$ cat config.mk
export PLATFORM = sky130hd
export DESIGN_NAME = if_stage_unit
export DESIGN_NICKNAME = d
export VERILOG_FILES = /design/src/rtl/if_pkg.sv /design/src/rtl/if_skid_buf.sv /design/src/rtl/if_stage_unit.sv
export SDC_FILE = /design/constraint.sdc
export NUM_CORES = 1
export LEC_CHECK = 0
export CORE_UTILIZATION = 50
export CTS_CLUSTER_SIZE = 28
export DETAILED_ROUTE_END_ITERATION = 16
export GPL_ROUTABILITY_DRIVEN = 0
export PLACE_DENSITY = 0.85
export SYNTH_ARGS = -nofsm -noshare
export SYNTH_HDL_FRONTEND = slang
export SYNTH_HIERARCHICAL = 1
export SYNTH_SLANG_ARGS = --single-unit
export TNS_END_PERCENT = 30
$ cat constraint.sdc
create_clock -name clk -period 2.8 [get_ports clk]
set_input_delay 0.56 -clock clk [delete_from_list [all_inputs] [get_ports clk]]
set_output_delay 0.56 -clock clk [all_outputs]
set_load 0.02 [all_outputs]
$ cat src/rtl/if_pkg.sv
// Shared types and constants for the instruction-fetch stage.
// Build option: IF_PERF_CNT_EN adds fetch/bubble performance counters to the top level.
package if_pkg;

   typedef enum logic [0:0] {
      S_FETCH = 1'b0,
      S_HOLD  = 1'b1
   } if_state_e;

   // Debug view of the fetch FSM and the skid buffer occupancy.
   typedef struct packed {
      if_state_e state;
      logic      skid_valid;
   } if_dbg_t;

   localparam logic [31:0] IF_NOP_INST = 32'h0000_0000;
   localparam logic [31:0] PC_INC      = 32'd4;

endpackage

$ cat src/rtl/if_skid_buf.sv
// One-entry {inst, pc_4} holding register for a fetch that completes while ID is stalled.
// Clear wins over load; the top level never asserts both in one cycle.
module if_skid_buf
   import if_pkg::*;
(
   input  logic        clk,
   input  logic        reset,
   input  logic        load,
   input  logic        clear,
   input  logic [31:0] inst_in,
   input  logic [31:0] pc_4_in,
   output logic [31:0] inst,
   output logic [31:0] pc_4,
   output logic        valid
);

   always_ff @(posedge clk) begin
      if (reset) begin
         inst  <= IF_NOP_INST;
         pc_4  <= '0;
         valid <= 1'b0;
      end else if (clear) begin
         valid <= 1'b0;
      end else if (load) begin
         inst  <= inst_in;
         pc_4  <= pc_4_in;
         valid <= 1'b1;
      end
   end

endmodule

$ cat src/rtl/if_stage_unit.sv
// Instruction fetch with predict-not-taken sequencing, one-entry skid buffer and IF/ID register.
// Build option: IF_PERF_CNT_EN adds perf_fetch_cnt / perf_bubble_cnt outputs.
module if_stage_unit
   import if_pkg::*;
#(
   parameter logic [31:0] RESET_PC = 32'h0000_0000,
   parameter logic [31:0] NOP_INST = IF_NOP_INST
) (
   input  logic        clk,
   input  logic        reset,
   input  logic        cpu_en,
   input  logic        IF_ID_stall,
   input  logic        redirect_valid,
   input  logic [31:0] redirect_pc,
   output logic        imem_req,
   output logic [31:0] imem_addr,
   input  logic        imem_ready,
   input  logic [31:0] imem_rdata,
   output logic [31:0] ID_inst,
   output logic [31:0] ID_pc_4,
   output logic        ID_valid,
   output logic [31:0] pc,
   output if_dbg_t     dbg
`ifdef IF_PERF_CNT_EN
   ,
   output logic [31:0] perf_fetch_cnt,
   output logic [31:0] perf_bubble_cnt
`endif
);

   if_state_e   state, state_nxt;
   logic [31:0] pc_nxt;
   logic [31:0] pc_plus_4;
   logic        fetch_done;
   logic        id_load;
   logic [31:0] id_inst_nxt;
   logic [31:0] id_pc_4_nxt;
   logic        id_valid_nxt;
   logic        buf_load;
   logic        buf_clear;
   logic [31:0] buf_inst;
   logic [31:0] buf_pc_4;
   logic        buf_valid;

   // Imem handshake: a fetch completes in exactly the cycle where imem_req and imem_ready
   // are both high; imem_rdata is only meaningful in that cycle and is never held by memory.
   assign imem_req   = cpu_en & ~reset & (state == S_FETCH);
   assign imem_addr  = pc;
   assign fetch_done = imem_req & imem_ready;
   assign pc_plus_4  = pc + PC_INC;
   assign dbg        = '{state: state, skid_valid: buf_valid};

   if_skid_buf u_skid (
      .clk     (clk),
      .reset   (reset),
      .load    (buf_load),
      .clear   (buf_clear),
      .inst_in (imem_rdata),
      .pc_4_in (pc_plus_4),
      .inst    (buf_inst),
      .pc_4    (buf_pc_4),
      .valid   (buf_valid)
   );

   always_comb begin
      state_nxt    = state;
      pc_nxt       = pc;
      id_load      = 1'b0;
      id_inst_nxt  = NOP_INST;
      id_pc_4_nxt  = '0;
      id_valid_nxt = 1'b0;
      buf_load     = 1'b0;
      buf_clear    = 1'b0;
      if (cpu_en) begin
         if (redirect_valid) begin
            // Taken branch squashes whatever is in flight, including a same-cycle fetch.
            pc_nxt    = redirect_pc & ~32'h3;
            id_load   = 1'b1;
            buf_clear = 1'b1;
            state_nxt = S_FETCH;
         end else if (IF_ID_stall) begin
            if (state == S_FETCH && fetch_done) begin
               buf_load  = 1'b1;
               pc_nxt    = pc_plus_4;
               state_nxt = S_HOLD;
            end
         end else if (state == S_HOLD) begin
            id_load      = 1'b1;
            id_inst_nxt  = buf_inst;
            id_pc_4_nxt  = buf_pc_4;
            id_valid_nxt = 1'b1;
            buf_clear    = 1'b1;
            state_nxt    = S_FETCH;
         end else if (fetch_done) begin
            id_load      = 1'b1;
            id_inst_nxt  = imem_rdata;
            id_pc_4_nxt  = pc_plus_4;
            id_valid_nxt = 1'b1;
            pc_nxt       = pc_plus_4;
         end else begin
            id_load = 1'b1;
         end
      end
   end

   always_ff @(posedge clk) begin
      if (reset) begin
         state    <= S_FETCH;
         pc       <= RESET_PC;
         ID_inst  <= NOP_INST;
         ID_pc_4  <= '0;
         ID_valid <= 1'b0;
      end else begin
         state <= state_nxt;
         pc    <= pc_nxt;
         if (id_load) begin
            ID_inst  <= id_inst_nxt;
            ID_pc_4  <= id_pc_4_nxt;
            ID_valid <= id_valid_nxt;
         end
      end
   end

`ifdef IF_PERF_CNT_EN
   // Counters follow IF/ID loads only; stall-hold cycles load nothing and count nothing.
   always_ff @(posedge clk) begin
      if (reset) begin
         perf_fetch_cnt  <= '0;
         perf_bubble_cnt <= '0;
      end else if (id_load) begin
         if (id_valid_nxt) perf_fetch_cnt  <= perf_fetch_cnt + 32'd1;
         else              perf_bubble_cnt <= perf_bubble_cnt + 32'd1;
      end
   end
`endif

endmodule

==> summary.md <==
| Metric | Value |
|---|---|
| Crit path max-delay family | `buffers and inverters` |
| Diode count | `0` |
| Min Hold Slack | `0.4377 ns` |
| Setup Fix Bufs, Post-CTS | `0` |
| Crit-path cells | `clkdlybuf4s50_1 > nor3b_1 > clkdlybuf4s50_1` |
| Number of global-route vias before repair | `7175` |
| Synth Instances | `932` |
| Fmax achieved | `0.4063 GHz` |
| Filler cell count | `1279` |
| Post-synth top area cell | `dfxtp_1` |
| Final WL | `23530 µm` |
| RSZ-0062 raised after global routing | `false` |
| Finish-stage setup viols | `0` |
| GR Overflow Total | `0` |
| PwrDens | `518.4 nW/µm²` |
| Min setup slack post-route | `0.3390 ns` |
| Type of the worst setup path | `primary input to primary output` |
| CP most frequent cell | `clkdlybuf4s50_1` |
| Top cells by area, synth | `dfxtp_1 39%, nand4bb_1 8.9%, nand2b_1 5.3%` |
| Ys async rst share | `0` |
| Initial antenna violation count | `0` |
| Crit-path slowest cell | `clkdlybuf4s50_1` |
| Buf/Inv on CP | `2` |
| Die Ht | `130.2 µm` |
| Dpl ws | `0.3416 ns` |
| DP Wirelength | `15480 µm` |
| Final net count | `1135` |
| EDFF count, synth | `0` |
| Fin. max-slew vios | `0` |
| Critical path launch point type | `primary input` |
| Drt wl/cell | `18.20 µm` |
| Clock latency on the worst-skew pair | `0.42 ns` |
| Vias per cell | `5.870` |
| Drt first pass iters | `5` |
| CP max FO | `2` |
| CP arrival | `1.90 ns` |
| CTS Hold Bufs | `0` |
| Crit end category | `primary output` |
| Crit path largest cell delay | `0.65 ns` |
| Share of the synthesized area in the top cell type | `0.3920` |
| Top Ports | `202` |
| Worst Max-Slew Pin Slew | `0.6452 ns` |
| Outcome | `finished, final reports clean` |
| Die area | `16960 µm²` |
| CTS tree | `done` |
| Row count | `46` |
| Final core occ | `0.6767` |
| Root buffer cell | `clkbuf_16` |
| Setup_tns | `0 ns` |
| Layout cell share with drive strength beyond 1 | `0.09378` |
| DIE WIDTH | `130.2 µm` |
| Overall routing resource usage | `0.2799` |
| Number of synthesized register bits | `161` |
| Largest net degree at the start of global routing | `76` |
| Vias | `7590` |
| Synthesis Warnings | `6` |
| Final Power | `5.593 mW` |
| First-pass GRT wire length | `37000 µm` |
| Post-DRT Antenna Nets | `0` |
| Iter 0 DRT Violations | `641` |
| Area Growth Syn to Fin | `31.21%` |
| Clk_skew | `0.005114 ns` |
| VDD IR max | `0.4380 mV` |
| Clock sinks | `161` |
| Post-Syn Area | `8222 µm²` |
| Post-synth cell types | `63` |
| Post_cts resized | `0` |
| Critical path required time | `2.24 ns` |
| Tcrit/Tclk final | `0.8789` |
| Core area | `15940 µm²` |
| Synthesized area per cell | `8.821 µm²` |
| H-tree levels | `4` |
| Max-slew headroom | `0.5659` |
| MaxCap Viol Count | `0` |
| Leak | `4.023 nW` |
| Starting Density | `0.5157` |
| Cts bufs inserted | `17` |
| Top FF cell, synth | `dfxtp_1` |
| Tmin final | `2.461 ns` |
| Register area share after synthesis | `0.3920` |
| IO Port Bufs | `195` |
| Reg clk slew, reported paths | `0.06 ns` |
| Post-route DRC violation count | `0` |
| Max Buffers Root-to-Sink | `2` |
| Hold WC Path Type | `register to register` |
| Endpoints failing hold | `0` |
sequential cells by signal (all words and copies together), names as in the netlist:
| signal | count |
|---|---|
| ID_inst | 32 |
| ID_valid | 1 |
| u_skid/pc_4 | 32 |
| ID_pc_4 | 32 |
| imem_addr | 30 |
| u_skid/valid | 1 |
| u_skid/inst | 32 |
| state | 1 |
layout make-up:
cell class	instances	area, µm²	area share
well taps	216	270.3	0.02505
inverters	8	30.03	0.002784
multi-input cells	643	4308	0.3993
flip-flops and latches	161	3223	0.2988
clock buffers	21	460.4	0.04268
repair buffers	233	2317	0.2148
clock inverters	11	178.9	0.01659
placed cells by master, fill, tap and decap left out, drive strengths merged, types with 18 or more instances in the layout:
cell,count
clkdlybuf4s50,193
buf,40
nand2,98
nand2b,69
a22oi,47
nand4bb,65
a22o,22
a21oi,23
nand3,24
o21ai,92
a21o,20
clkbuf,21
nor3,18
dfxtp,161
nor2,29
worst paths after layout:
path	cells after the start	from	slack [ns]	endpoint
hold reg to reg	2	u_skid/inst[28]$_SDFFE_PP0P_	0.44	ID_inst[28]$_SDFFE_PP0P_
setup / recovery	3	cpu_en	0.34	imem_req
setup reg to reg	8	imem_addr[2]$_SDFFE_PP0P_	0.38	u_skid/pc_4[24]$_SDFFE_PP0P_
hold / removal	2	u_skid/inst[28]$_SDFFE_PP0P_	0.44	ID_inst[28]$_SDFFE_PP0P_
metal layers:
| layer | track usage | share of wire | vias up |
|---|---|---|---|
| met5 | 0 | 0 | - |
| met4 | 0.1231 | 0.026 | 0 |
| met3 | 0.04920 | 0.064 | 48 |
| met2 | 0.4581 | 0.49 | 325 |
| met1 | 0.3613 | 0.42 | 3627 |
| li1 | - | - | 3590 |
cell families after synthesis:
logic type / synth area share
mux: 0.009740
compound gates: 0.1918
simple gates: 0.2811
flops: 0.3920
fa+ha+maj: 0.001522
xor+xnor: 0.03074
buf+inv: 0.09268
other cells: 0.0004561
synthesized netlist by cell type (15+ instances only):
library cell  count
nand2_1          98
nor3_1           17
nand4bb_1        65
nand2b_1         69
a21oi_1          23
a22o_1           22
o21ai_0          28
dfxtp_1         161
a22oi_1          47
buf_2            21
a21o_1           20
o21ai_1          49
nand3_1          24
clkbuf_1         45
buf_4            38
o21ai_2          15
nor2_1           29
metrics by stage:
stage,std cells,cell area [µm²]
floorplan,937,8240
global placement,1261,10150
detailed placement,1261,10150
CTS,1293,10790
global route,1293,10790
finish,1293,10790
report_power, final:
part | switching [mW] | internal (mW) | leakage [nW]
Clock | 0.953 | 1.55 | 0.304
Combinational | 0.366 | 0.336 | 2.42
Sequential | 0.0558 | 2.33 | 1.30
worst register-to-register path: cells and delay by family (launching register included):
family | cells | cell delay (ns)
flops | 1 | 0.34
xor+xnor | 1 | 0.24
fa+ha+maj | 1 | 0.35
buf+inv | 1 | 0.27
compound gates | 1 | 0.09
simple gates | 4 | 1.07
No activity file was read; power rests on OpenSTA's default activity.
